===== config.mk =====
export PLATFORM = sky130hd
export DESIGN_NAME = div_unit
export DESIGN_NICKNAME = d
export VERILOG_FILES = /design/src/rtl/div_unit.sv
export SDC_FILE = /design/constraint.sdc
export NUM_CORES = 1
export LEC_CHECK = 0
export ABC_AREA = 1
export CORE_ASPECT_RATIO = 1.1
export CORE_UTILIZATION = 35
export CTS_CLUSTER_DIAMETER = 30
export DETAILED_ROUTE_END_ITERATION = 10
export PLACE_DENSITY = 0.59
export SLEW_MARGIN = 20
export SYNTH_ARGS = -nofsm -noshare
export SYNTH_HDL_FRONTEND = slang
export SYNTH_SLANG_ARGS = --single-unit

===== constraint.sdc =====
create_clock -name clk -period 4.4 [get_ports clk]
set_input_delay 0.66 -clock clk [delete_from_list [all_inputs] [get_ports clk]]
set_output_delay 0.66 -clock clk [all_outputs]
set_load 0.03 [all_outputs]

===== src/rtl/div_unit.sv =====
// Radix-2 restoring divider for DIV/DIVU. It produces {remainder, quotient} 33 cycles after the request.
// Define DIV_ZERO_FAST_EN to short-cut a zero divisor through BYZERO with a zero result.
module div_unit (
  input  logic        clk,
  input  logic        resetn,
  input  logic        signed_div_i,
  input  logic [31:0] opdata1_i,
  input  logic [31:0] opdata2_i,
  input  logic        start_i,
  input  logic        annul_i,
  output logic [63:0] result_o,
  output logic        ready_o
);

  // state  | meaning
  // IDLE   | waiting for start_i
  // BUSY   | 32 shift/subtract iterations, r_cnt counts them
  // DONE   | result presented, ready_o high until start_i drops
  // BYZERO | zero divisor short-cut (DIV_ZERO_FAST_EN only)
  typedef enum logic [1:0] {
    S_IDLE = 2'd0,
    S_BUSY = 2'd1,
`ifdef DIV_ZERO_FAST_EN
    S_BYZERO = 2'd3,
`endif
    S_DONE = 2'd2
  } state_t;

  state_t      r_state;
  state_t      w_next;
  logic [4:0]  r_cnt;
  logic [31:0] r_rem;
  logic [31:0] r_quot;
  logic [31:0] r_divisor;
  logic        r_neg_q;
  logic        r_neg_r;

  logic [31:0] w_a_abs;
  logic [31:0] w_b_abs;
  logic [32:0] w_shift;
  logic        w_ge;
  logic [31:0] w_rem_nxt;
  logic [31:0] w_quot_nxt;
  logic        w_last;
  logic [31:0] w_q_fix;
  logic [31:0] w_r_fix;

  assign w_a_abs = (signed_div_i && opdata1_i[31]) ? -opdata1_i : opdata1_i;
  assign w_b_abs = (signed_div_i && opdata2_i[31]) ? -opdata2_i : opdata2_i;

  // The partial remainder always stays below the divisor, so 32 bits hold it;
  // only the shifted value needs the extra bit, and only for the compare.
  assign w_shift    = {r_rem, r_quot[31]};
  assign w_ge       = (w_shift >= {1'b0, r_divisor});
  assign w_rem_nxt  = w_ge ? (w_shift[31:0] - r_divisor) : w_shift[31:0];
  assign w_quot_nxt = {r_quot[30:0], w_ge};
  assign w_last     = (r_cnt == 5'd31);
  assign w_q_fix    = r_neg_q ? -w_quot_nxt : w_quot_nxt;
  assign w_r_fix    = r_neg_r ? -w_rem_nxt : w_rem_nxt;

  assign ready_o = (r_state == S_DONE);

  always_ff @(posedge clk or negedge resetn) begin
    if (!resetn) r_state <= S_IDLE;
    else         r_state <= w_next;
  end

  always_comb begin
    w_next = r_state;
    if (annul_i) begin
      w_next = S_IDLE;
    end else begin
      case (r_state)
        S_IDLE: begin
          if (start_i) begin
`ifdef DIV_ZERO_FAST_EN
            w_next = (opdata2_i == 32'h0) ? S_BYZERO : S_BUSY;
`else
            w_next = S_BUSY;
`endif
          end
        end
        S_BUSY:   if (w_last) w_next = S_DONE;
        S_DONE:   if (!start_i) w_next = S_IDLE;
`ifdef DIV_ZERO_FAST_EN
        S_BYZERO: w_next = S_DONE;
`endif
        default:  w_next = S_IDLE;
      endcase
    end
  end

  always_ff @(posedge clk or negedge resetn) begin
    if (!resetn) begin
      r_cnt     <= 5'd0;
      r_rem     <= 32'h0;
      r_quot    <= 32'h0;
      r_divisor <= 32'h0;
      r_neg_q   <= 1'b0;
      r_neg_r   <= 1'b0;
      result_o  <= 64'h0;
    end else if (!annul_i) begin
      case (r_state)
        S_IDLE: begin
          if (start_i) begin
            r_quot    <= w_a_abs;
            r_divisor <= w_b_abs;
            r_rem     <= 32'h0;
            r_cnt     <= 5'd0;
            r_neg_q   <= signed_div_i & (opdata1_i[31] ^ opdata2_i[31]);
            r_neg_r   <= signed_div_i & opdata1_i[31];
          end
        end
        S_BUSY: begin
          r_rem  <= w_rem_nxt;
          r_quot <= w_quot_nxt;
          r_cnt  <= r_cnt + 5'd1;
          if (w_last) result_o <= {w_r_fix, w_q_fix};
        end
`ifdef DIV_ZERO_FAST_EN
        S_BYZERO: result_o <= 64'h0;
`endif
        default: ;
      endcase
    end
  end

endmodule

; ---- Word level (Yosys, flattened, before mapping)
; Index checks and enable logic that the tools add are counted.
[op_classes]
addsub = 6
order_cmp = 1
n_eq_ne = 7
mux = 16
n_bitwise = 4
n_reduce_logical = 8
[ops]
columns = cell, count
row1 = $mux W32, 7
row2 = $neg A32 Y32, 4
row3 = $pmux W32 S2, 2
row4 = $ge A33 B32 Y1, 1
row5 = $sub A32 B32 Y32, 1
row6 = $reduce_and A3 Y1, 4
row7 = $pmux W5 S2, 1
row8 = $ne A3 B3 Y1 const B, 3
row9 = $mux W2, 4
row10 = $pmux W2 S3, 1
row11 = $add A5 B1 Y5 const B, 1
row12 = $eq A5 B5 Y1 const B, 1
row13 = $mux W5, 1
row14 = $and A1 B1 Y1, 2
row15 = $eq A2 B1 Y1 const B, 1
row16 = $eq A2 B2 Y1 const B, 1
row17 = $logic_and A1 B1 Y1, 2
row18 = $logic_not A2 Y1, 1
row19 = $ne A2 B2 Y1 const B, 1
row20 = $reduce_bool A2 Y1, 1
row21 = $not A1 Y1, 1
row22 = $xor A1 B1 Y1, 1
[word_totals]
regBits = 169
inputBits = 69
out_inout_bits = 65
word_cells = 50

; ---- Longest topological paths before layout
; Gate-level depths: netlist (run 1).
[logic_depth]
ltp_word = 4
ltp_mapped = 28
ltp_nobuf = 27

; ---- Worst setup path after synthesis (run 1)
; Ideal clock, no wire load.
[synth_timing]
path_type = register to register
from = register r_rem[22]
to = register result_o[26]
setup_ns = 0.083
t_arrival_ns = 3.512
required_ns = 4.317
slack_ns = 0.806
stages_incl_launch_ff = 24
path_buffers = 1
synth_period_minus_slack_ns = 3.594
cell_sequence = dfrtp_1 -> ha_1 -> nand2_1 -> inv_2 -> a21oi_1 -> nand2_1 -> nand2_2 -> nand3_4 -> nor2_8 -> nand2_8 -> inv_2 -> buf_2 -> ha_1 -> inv_1 -> nor3_1 -> nand3_1 -> nor3_1 -> nand3_1 -> nor2_1 -> nand4_1 -> o21ai_0 -> o21ai_0 -> xor2_1 -> o21ai_0
[synth_via]
elab_chain_cells = 3
[synth_lines]
columns = element, line_no
row1 = start: declaration, 32  ; logic [31:0] r_rem;
row2 = start signal: assignment, 115  ; r_rem <= w_rem_nxt;
row3 = $ge A33 B32 Y1, 54  ; assign w_ge = (w_shift >= {1'b0, r_divisor});
row4 = $neg A32 Y32, 58  ; assign w_q_fix = r_neg_q ? -w_quot_nxt : w_quot_nxt;
row5 = $mux W32, 58
row6 = end signal: assignment, 118  ; if (w_last) result_o <= {w_r_fix, w_q_fix};
row7 = end: declaration, 11  ; output logic [63:0] result_o,
; Every way passes these cells.
; A chain may end at the register's enable or synchronous reset.

; ---- Worst setup path after layout (run 1)
[layout_timing]
from = register r_rem[22]
to = register result_o[30]
; Same word-level chain as after synthesis.

==> out/metrics.cfg, run 1 <==
[outcome]
status=finished, final reports clean

[detailed_routing]
drtAntennaViolNets=0
wire_per_inst_um=16.5
dr.pass1.iters=5
initialDrtViolationCount=909
drc_errors=0
vias=12400
drt_wl_total_mm=41.3
viasPerCell=4.94

[critical_path]
cp-start-kind=register
crit_fanout=9
slowest_delay_ns=0.42
r2r_slack_ns=0.50
cp.arrival_ns=4.21
worstPathCellList=ha_1, nand2_1, inv_2, a21oi_1, nand2_1, nand2_2, nand3_4, nor2_8, nand2_8, inv_2, ha_1, inv_1, nor3_1, nand3_1, nor3_2, nand3_1, nor2_1, nand4_1, nor3_1, nand2_1, nand2_1, o21ai_0, xor2_1, o21ai_0
crit_path_frequent_cell=nand2_1
timing.rr.start=r_rem[22]
reg2reg_depth=24
startpoint=r_rem[22]
reg2reg_to=result_o[30]
crit_slowest_cell=dfrtp_1
endpoint_kind=register
path_buf_inv=3
critPathTopFamily=simple AND/OR/NAND/NOR gates
critical_path_required_ns=4.70
crit_type=register to register

[job]
max_cap_viol_count=0

[finish]
nets=2118
drive_above_1_share_pct=6.18
utilization_pct=42.8
antennaDiodeCount=0
syn_to_final_growth_pct=19.7

[timing]
tightestPinTransition_ns=0.949
rsz0062_at_grt=false
min_period_ns=3.90
hold_viol_final=0
max-slew-margin-rel_pct=36.7
finalClockSkew_ns=0.0108
final.period_utilization_pct=88.7
fmax_ghz=0.256
slew_viol_final=0
setup_tns_ns=0
setup_viol=0

[clock_network]
numCtsBuffers=17
clockBufferDepth=2
post-cts-setup-buffers=0
cts.clk_slew.worst_paths_ns=0.08
htree_levels=4
ctsHoldBuffers=0
clock_latency_ns=0.46
cts_sinks=169
cts_root_buffer=clkbuf_16
cts_resized=0
cts_tree=done

[yosys]
synth.area.top_cells=dfrtp_1 (34%), nand2_1 (18%), inv_1 (7.5%)
yosysWarnings=0
synthFlopType=dfrtp_1
synth-async-reset-ratio_pct=100
synth_top_area_share_pct=33.5
syn_inst=1896
ys_seq_elements=169
synth_fp_nets=2004
synth_edf_count=0
syn_avg_cell_area_um2=6.66
yosys.cell_count.top_type=nand2_1
syn_area_mm2=0.0126
synth_cell_types=48
seq_area_frac_synth_pct=33.5
yosysTopAreaCell=dfrtp_1
synth_common_cells=nand2_1 (590), inv_1 (253), dfrtp_1 (169)

[worst_hold_path]
hp-class=input port to asynchronous set/reset pin

[floorplan]
core_mm2=0.0353
die_area_mm2=0.0368
initial_utilization_pct=35.7
die_w_um=183
rows=72
ios=134
die_h_um=201

[global_routing]
overflow=0
grt_pass1_vias=12200
gr-usage-all-layers_pct=23.3
grt_max_degree=106
antenna_found_initial=0
grt_pass1_wl_mm=66.4

[pwr]
p_sw_w=0.00521
power.density_mw_per_mm2=654
leakage_nw=7.65
combinationalPowerShare_pct=62.3
swShare_pct=52.7
p_total_w=0.00989
clockPowerShare_pct=16.6
p_seq_share_pct=21.1
irDropWorstVdd_uv=338
p_int_w=0.00467

[placed_design]
port_buffers=133
dp_hpwl_mm=33.0
gp_congestion=0.974

[through the flow]
step	cells	hold slack [ns]	worst slack, ns	cell area (um^2)
final	2504	0.275	0.498	15100
after global routing	2504	0.343	0.0920	15100
after global placement	2472	0.464	0.535	14500
after CTS	2504	0.304	0.431	15100
after detailed placement	2472	0.467	0.451	14500
after floorplan	1896	0.364	0.806	12600
[power groups by stage]
stage                     logic (W)  clock network (W)  registers (W)
after CTS                   0.00614            0.00168        0.00208
after detailed placement    0.00611                  0        0.00211
final                       0.00616            0.00165        0.00208
after floorplan             0.00442                  0        0.00206
after global placement      0.00610                  0        0.00210
after global routing        0.00697            0.00173        0.00211
[worst reg2reg max path, stage by stage, from the launching register on]
cell	delay (ns)
dfrtp_1	0.42
ha_1	0.38
nand2_1	0.15
inv_2	0.04
a21oi_1	0.21
nand2_1	0.13
nand2_2	0.09
nand3_4	0.09
nor2_8	0.13
nand2_8	0.08
inv_2	0.07
ha_1	0.13
inv_1	0.05
nor3_1	0.18
nand3_1	0.15
nor3_2	0.17
nand3_1	0.19
nor2_1	0.20
nand4_1	0.16
nor3_1	0.22
nand2_1	0.08
nand2_1	0.09
o21ai_0	0.11
xor2_1	0.15
o21ai_0	0.08
[cell type report]
cell class	instances	area, um^2
fillers	3822	20200
multi-input cells	1403	7160
flip-flops and latches	169	4230
repair buffers	153	1500
inverters	266	998
well taps	481	602
clock buffers	18	439
clock inverters	14	190
[cell families after synthesis]
| kind of cell | count (synthesis) | share of synthesized area, % |
|---|---|---|
| DFF | 169 | 33.5 |
| buffers and inverters | 324 | 9.89 |
| xor gates and xnor gates | 100 | 6.94 |
| adders and majority gates | 39 | 3.93 |
| and+or+nand+nor | 992 | 33.7 |
| AOI/OAI and AO/OA | 272 | 12.0 |
[worst max-delay path by stage]
stage	to	depth (start not counted)
2_1_floorplan	result_o[26]	23
3_3_place_gp	result_o[30]	24
3_5_place_dp	result_o[30]	24
4_1_cts	result_o[30]	24
5_1_grt	result_o[30]	24
6_report	result_o[30]	24
[routing by layer]
layer,vias to the layer above,share of wire (%),global-route usage (%)
met2,271,49,40.5
met3,48,3.7,2.82
met5,-,0,0
met1,5778,45,29.9
li1,6269,-,-
met4,0,2.3,7.38
[cell usage in the layout (no fill, tap or decap), types with 3 or more instances in the layout]
cell type	instances
nand2_1	589
inv_1	252
dfrtp_1	169
o21ai_0	154
nor2_1	147
clkdlybuf4s50_1	132
nand3_1	130
xor2_1	82
a21oi_1	49
ha_1	38
nand4_1	24
nand2_2	23
nor3_1	22
buf_4	19
nor2_2	18
xnor2_1	18
clkbuf_16	17
o221ai_1	13
o211ai_1	13
inv_2	10
o21ai_1	9
nand3b_1	8
o22ai_1	8
nor4_1	7
o21bai_1	6
a31oi_1	6
or2_2	5
and2_1	5
clkinv_1	4
nor2_4	4
nand3_2	3
o31ai_1	3
clkinv_4	3
bufinv_16	3
inv_6	3
[state kept, by name, indices dropped and copies added, names as in the netlist]
register / flops
r_state: 2
r_neg_q: 1
r_divisor: 32
r_rem: 32
result_o: 64
r_neg_r: 1
r_quot: 32
r_cnt: 5
Power figures use the tool's default switching activity.
==> run 2, diff against run 1 <==
Settings changed: CORE_MARGIN from default to 1.5.
==> out/metrics.cfg, run 2 (synthesis gave the netlist of run 1 again) <==
[outcome]
status=finished, final reports clean

[finish]
utilization_pct=42.9
mostFrequentLayoutCell=nand2_1
fill_cells=3809
syn_to_final_growth_pct=19.9
largest_reg_flops=64
nets=2120
seq_area_mm2=0.00423
regMostFlops=result_o
final_cell_mix=nand2_1 (589), inv_1 (252), dfrtp_1 (169)
fin_area_mm2=0.0151
antennaDiodeCount=0
drive_above_1_share_pct=6.27
multi_input_area_mm2=0.00716

[floorplan]
initial_utilization_pct=35.7
die_h_um=202
die_w_um=184
core_mm2=0.0353
die_area_mm2=0.0372
rows=72
ios=134

[critical_path]
crit_path_frequent_cell=nand2_1
timing.rr.start=r_rem[2]
crit_type=register to register
slowest_delay_ns=0.45
r2r_slack_ns=0.45
startpoint=r_rem[2]
reg2reg_to=result_o[26]
critical_path_required_ns=4.76
crit_fanout=6
crit_slowest_cell=dfrtp_1
cp.arrival_ns=4.32
reg2reg_depth=25
endpoint_kind=register
critPathTopFamily=simple AND/OR/NAND/NOR gates
path_buf_inv=4
cp-start-kind=register

[clock_network]
cts_tree=done
cts.clk_slew.worst_paths_ns=0.07
numCtsBuffers=17
cts_sinks=169
cts_root_buffer=clkbuf_16
clock_latency_ns=0.45
htree_levels=4
clockBufferDepth=2

[job]
max_cap_viol_count=0

[global_routing]
gr-usage-met3_pct=2.59
met2_usage_pct=40.0
antenna_found_initial=0
grt_pass1_wl_mm=66.5
gr-usage-all-layers_pct=23.2
grt_pass1_vias=12200
met1_usage_pct=29.8
grt_busiest_layer=met2
grt_max_degree=106
overflow=0

[detailed_routing]
drt_wl_total_mm=42.0
vias=12500
drc_errors=0
initialDrtViolationCount=1042
dr.pass1.iters=6
wire_per_inst_um=16.8
drtAntennaViolNets=0
viasPerCell=4.98

[timing]
worst_slack_ns=0.448
fmax_ghz=0.253
tightestPinTransition_ns=0.936
max-slew-margin-rel_pct=37.6
hold_viol_final=0
final.period_utilization_pct=89.8
min_period_ns=3.95
slew_viol_final=0
rsz0062_at_grt=false
setup_viol=0
setup_tns_ns=0
finalClockSkew_ns=0.00939

[placed_design]
port_buffers=133
gp_congestion=0.963
dp_hpwl_mm=33.4
dpl_worst_slack_ns=0.446
placed_area_mm2=0.0145

[worst_hold_path]
hp-class=input port to asynchronous set/reset pin

[pwr]
power.density_mw_per_mm2=656
leakage_nw=7.67
irDropWorstVdd_uv=348

==> run 2: cell types whose count changed in the layout (fill, tap and decap cells not counted) <==
cell / change
buf_12: -1
buf_16: +1
buf_4: +2
clkbuf_8: -1
clkinv_2: -1
clkinv_4: +1
clkinvlp_4: -1
inv_6: +1
inv_8: +1
==> run 2: final cells by class <==
cell class                 count  share of cell area, %
tap                          481                   3.98
clock inverter                15                   1.36
multi-input combinational   1403                   47.3
sequential                   169                   27.9
timing repair buffer         155                   10.0
clock buffer                  17                   2.81
inverter                     266                   6.60
==> run 2: what timing repair did <==
action                                  CTS  global route
hold buffers                              0             0
setup buffers                             0             0
resized for setup                         0             1
endpoints found under the setup margin    0             1
==> run 2: report_power, final <==
part	internal (W)	switching, W	total [W]
Clock	0.000917	0.000733	0.00165
Combinational	0.00192	0.00427	0.00619
Sequential	0.00182	0.000266	0.00209
Total	0.00466	0.00527	0.00993
==> run 2: worst max path at each step <==
stage                        end  slack (ns)  depth (start not counted)
finish              result_o[26]        0.45                         25
global route        result_o[30]        0.06                         26
CTS                 result_o[30]        0.43                         26
detailed placement  result_o[30]        0.45                         24
global placement    result_o[30]        0.46                         26
floorplan           result_o[26]        0.81                         23
==> run 2: routing by layer <==
| metal | share of wire [%] | vias up |
|---|---|---|
| met5 | 0 | - |
| met4 | 2.7 | 0 |
| met3 | 4.2 | 58 |
| met2 | 49 | 328 |
| met1 | 44 | 5814 |
| li1 | - | 6277 |
==> run 2: through the flow <==
step                cells  hold WS (ns)  power (W)
CTS                  2505         0.363    0.00995
floorplan            1896         0.364    0.00648
finish               2506        0.0708    0.00993
detailed placement   2473         0.467    0.00826
global placement     2473         0.463    0.00825
global route         2506        0.0772     0.0108
==> run 3, diff against run 2 <==
Settings changed: PLACE_DENSITY 0.59 to default.
==> out/metrics.cfg, run 3 (synthesis gave the netlist of run 1 again) <==
[placed_design]
dpl_worst_slack_ns=0.511
gp_congestion=0.969
dp_hpwl_mm=33.5
dpl.cell_count=2471
port_buffers=133

[critical_path]
critical_path_required_ns=4.74
crit_fanout=10
cp-start-kind=register
crit_type=register to register
cp.arrival_ns=4.29
endpoint_kind=register

[timing]
setup_viol=0
fmax_ghz=0.253
final.period_utilization_pct=89.9
max-slew-margin-rel_pct=35.8
slew_viol_final=0
tightestPinTransition_ns=0.964
min_period_ns=3.95
finalClockSkew_ns=0.0124
worst_slack_ns=0.446
hold_viol_final=0

[detailed_routing]
drtAntennaViolNets=0
vias=12500
dr.pass1.iters=8
drc_errors=0
viasPerCell=5.01
wire_per_inst_um=16.9
initialDrtViolationCount=1009
drt_wl_total_mm=42.2

[global_routing]
overflow=0
grt_max_degree=84
grt_pass1_vias=12400
antenna_found_initial=0
grt_pass1_wl_mm=67.4
gr-usage-all-layers_pct=23.5

[pwr]
irDropWorstVdd_uv=454
leakage_nw=7.64
power.density_mw_per_mm2=652

[floorplan]
die_h_um=202
die_area_mm2=0.0372
ios=134
initial_utilization_pct=35.7
die_w_um=184
rows=72
core_mm2=0.0353

[clock_network]
cts_resized=0
post-cts-setup-buffers=0
cts_root_buffer=clkbuf_16
cts_tree=done
cts.clk_slew.worst_paths_ns=0.08
cts_sinks=169
clock_latency_ns=0.46
clockBufferDepth=2
htree_levels=4
numCtsBuffers=17
ctsHoldBuffers=0

[finish]
drive_above_1_share_pct=6.13
fill_cells=3810
antennaDiodeCount=0
syn_to_final_growth_pct=19.6
seq_area_mm2=0.00423
utilization_pct=42.7
multi_input_area_mm2=0.00716
largest_reg_flops=64
final_cell_mix=nand2_1 (589), inv_1 (252), dfrtp_1 (169)
nets=2117
instances_no_fill=2503
mostFrequentLayoutCell=nand2_1
regMostFlops=result_o

[outcome]
status=finished, final reports clean

[job]
max_cap_viol_count=0

[worst_hold_path]
hp-class=input port to asynchronous set/reset pin

==> run 3: changes by cell type in the layout (fill, tap and decap cells not counted), sizes merged <==
cell / delta
buf: -3
clkinv: -1
inv: +1
clkinvlp: +2
bufinv: -2
==> run 3: area by class of cell <==
type | count | area share, %
clock buffer | 17 | 2.82
clock inverter | 15 | 1.19
inverter | 266 | 6.62
multi-input combinational | 1403 | 47.4
sequential | 169 | 28.0
tap | 481 | 3.99
timing repair buffer | 152 | 9.94
==> run 3: worst paths after layout <==
check	from	end	slack, ns	cells past startpoint
worst max-delay path	r_rem[19]	result_o[28]	0.45	23
worst min-delay path	resetn	result_o[62]	0.23	1
worst max register to register	r_rem[19]	result_o[28]	0.45	23
worst min register to register	result_o[63]	result_o[63]	0.48	2
max in group asynchronous	resetn	result_o[48]	3.27	2
min in group clk	result_o[63]	result_o[63]	0.48	2
==> run 3: worst max-delay path, cell delays in order, from the launching register on <==
cell     delay (ns)
dfrtp_1        0.41
ha_1           0.37
a21oi_1        0.27
nand2_1        0.12
nand2_1        0.07
nand2_1        0.08
nand2_2        0.09
nand3_4        0.09
nor2_8         0.13
nand2_8        0.09
inv_2          0.06
ha_1           0.13
inv_1          0.05
nor3_1         0.18
nand3_1        0.13
nor3_1         0.24
nand3_1        0.21
nor2_1         0.18
nand4_1        0.17
o21ai_0        0.23
buf_4          0.16
nand2_1        0.06
xor2_1         0.20
o21ai_0        0.10
==> run 3: layer usage <==
metal | routed length [um] | part of all wire, % | global-route usage (%) | up-vias
li1 | - | - | - | 6276
met1 | 18700 | 44 | 29.5 | 5892
met3 | 1590 | 3.8 | 2.90 | 67
met4 | 1380 | 3.3 | 9.02 | 0
met5 | 0 | 0 | 0 | -
met2 | 20500 | 49 | 40.9 | 313
==> run 3: where the power goes <==
part / total, W / internal (W) / leakage [nW] / switching (W)
registers: 0.00207 / 0.00182 / 2.14 / 0.000248
clock network: 0.00158 / 0.000814 / 0.288 / 0.000768
logic: 0.00619 / 0.00192 / 5.21 / 0.00427
==> run 3: through the flow <==
| stage | cell area (um^2) | hold slack (ns) | power (W) | setup TNS [ns] |
|---|---|---|---|---|
| 3_5_place_dp | 14500 | 0.466 | 0.00825 | 0 |
| 2_1_floorplan | 12600 | 0.364 | 0.00648 | 0 |
| 6_report | 15100 | 0.234 | 0.00984 | 0 |
| 3_3_place_gp | 14500 | 0.463 | 0.00822 | 0 |
| 5_1_grt | 15100 | 0.317 | 0.0107 | -0.0145 |
| 4_1_cts | 15100 | 0.291 | 0.00985 | 0 |
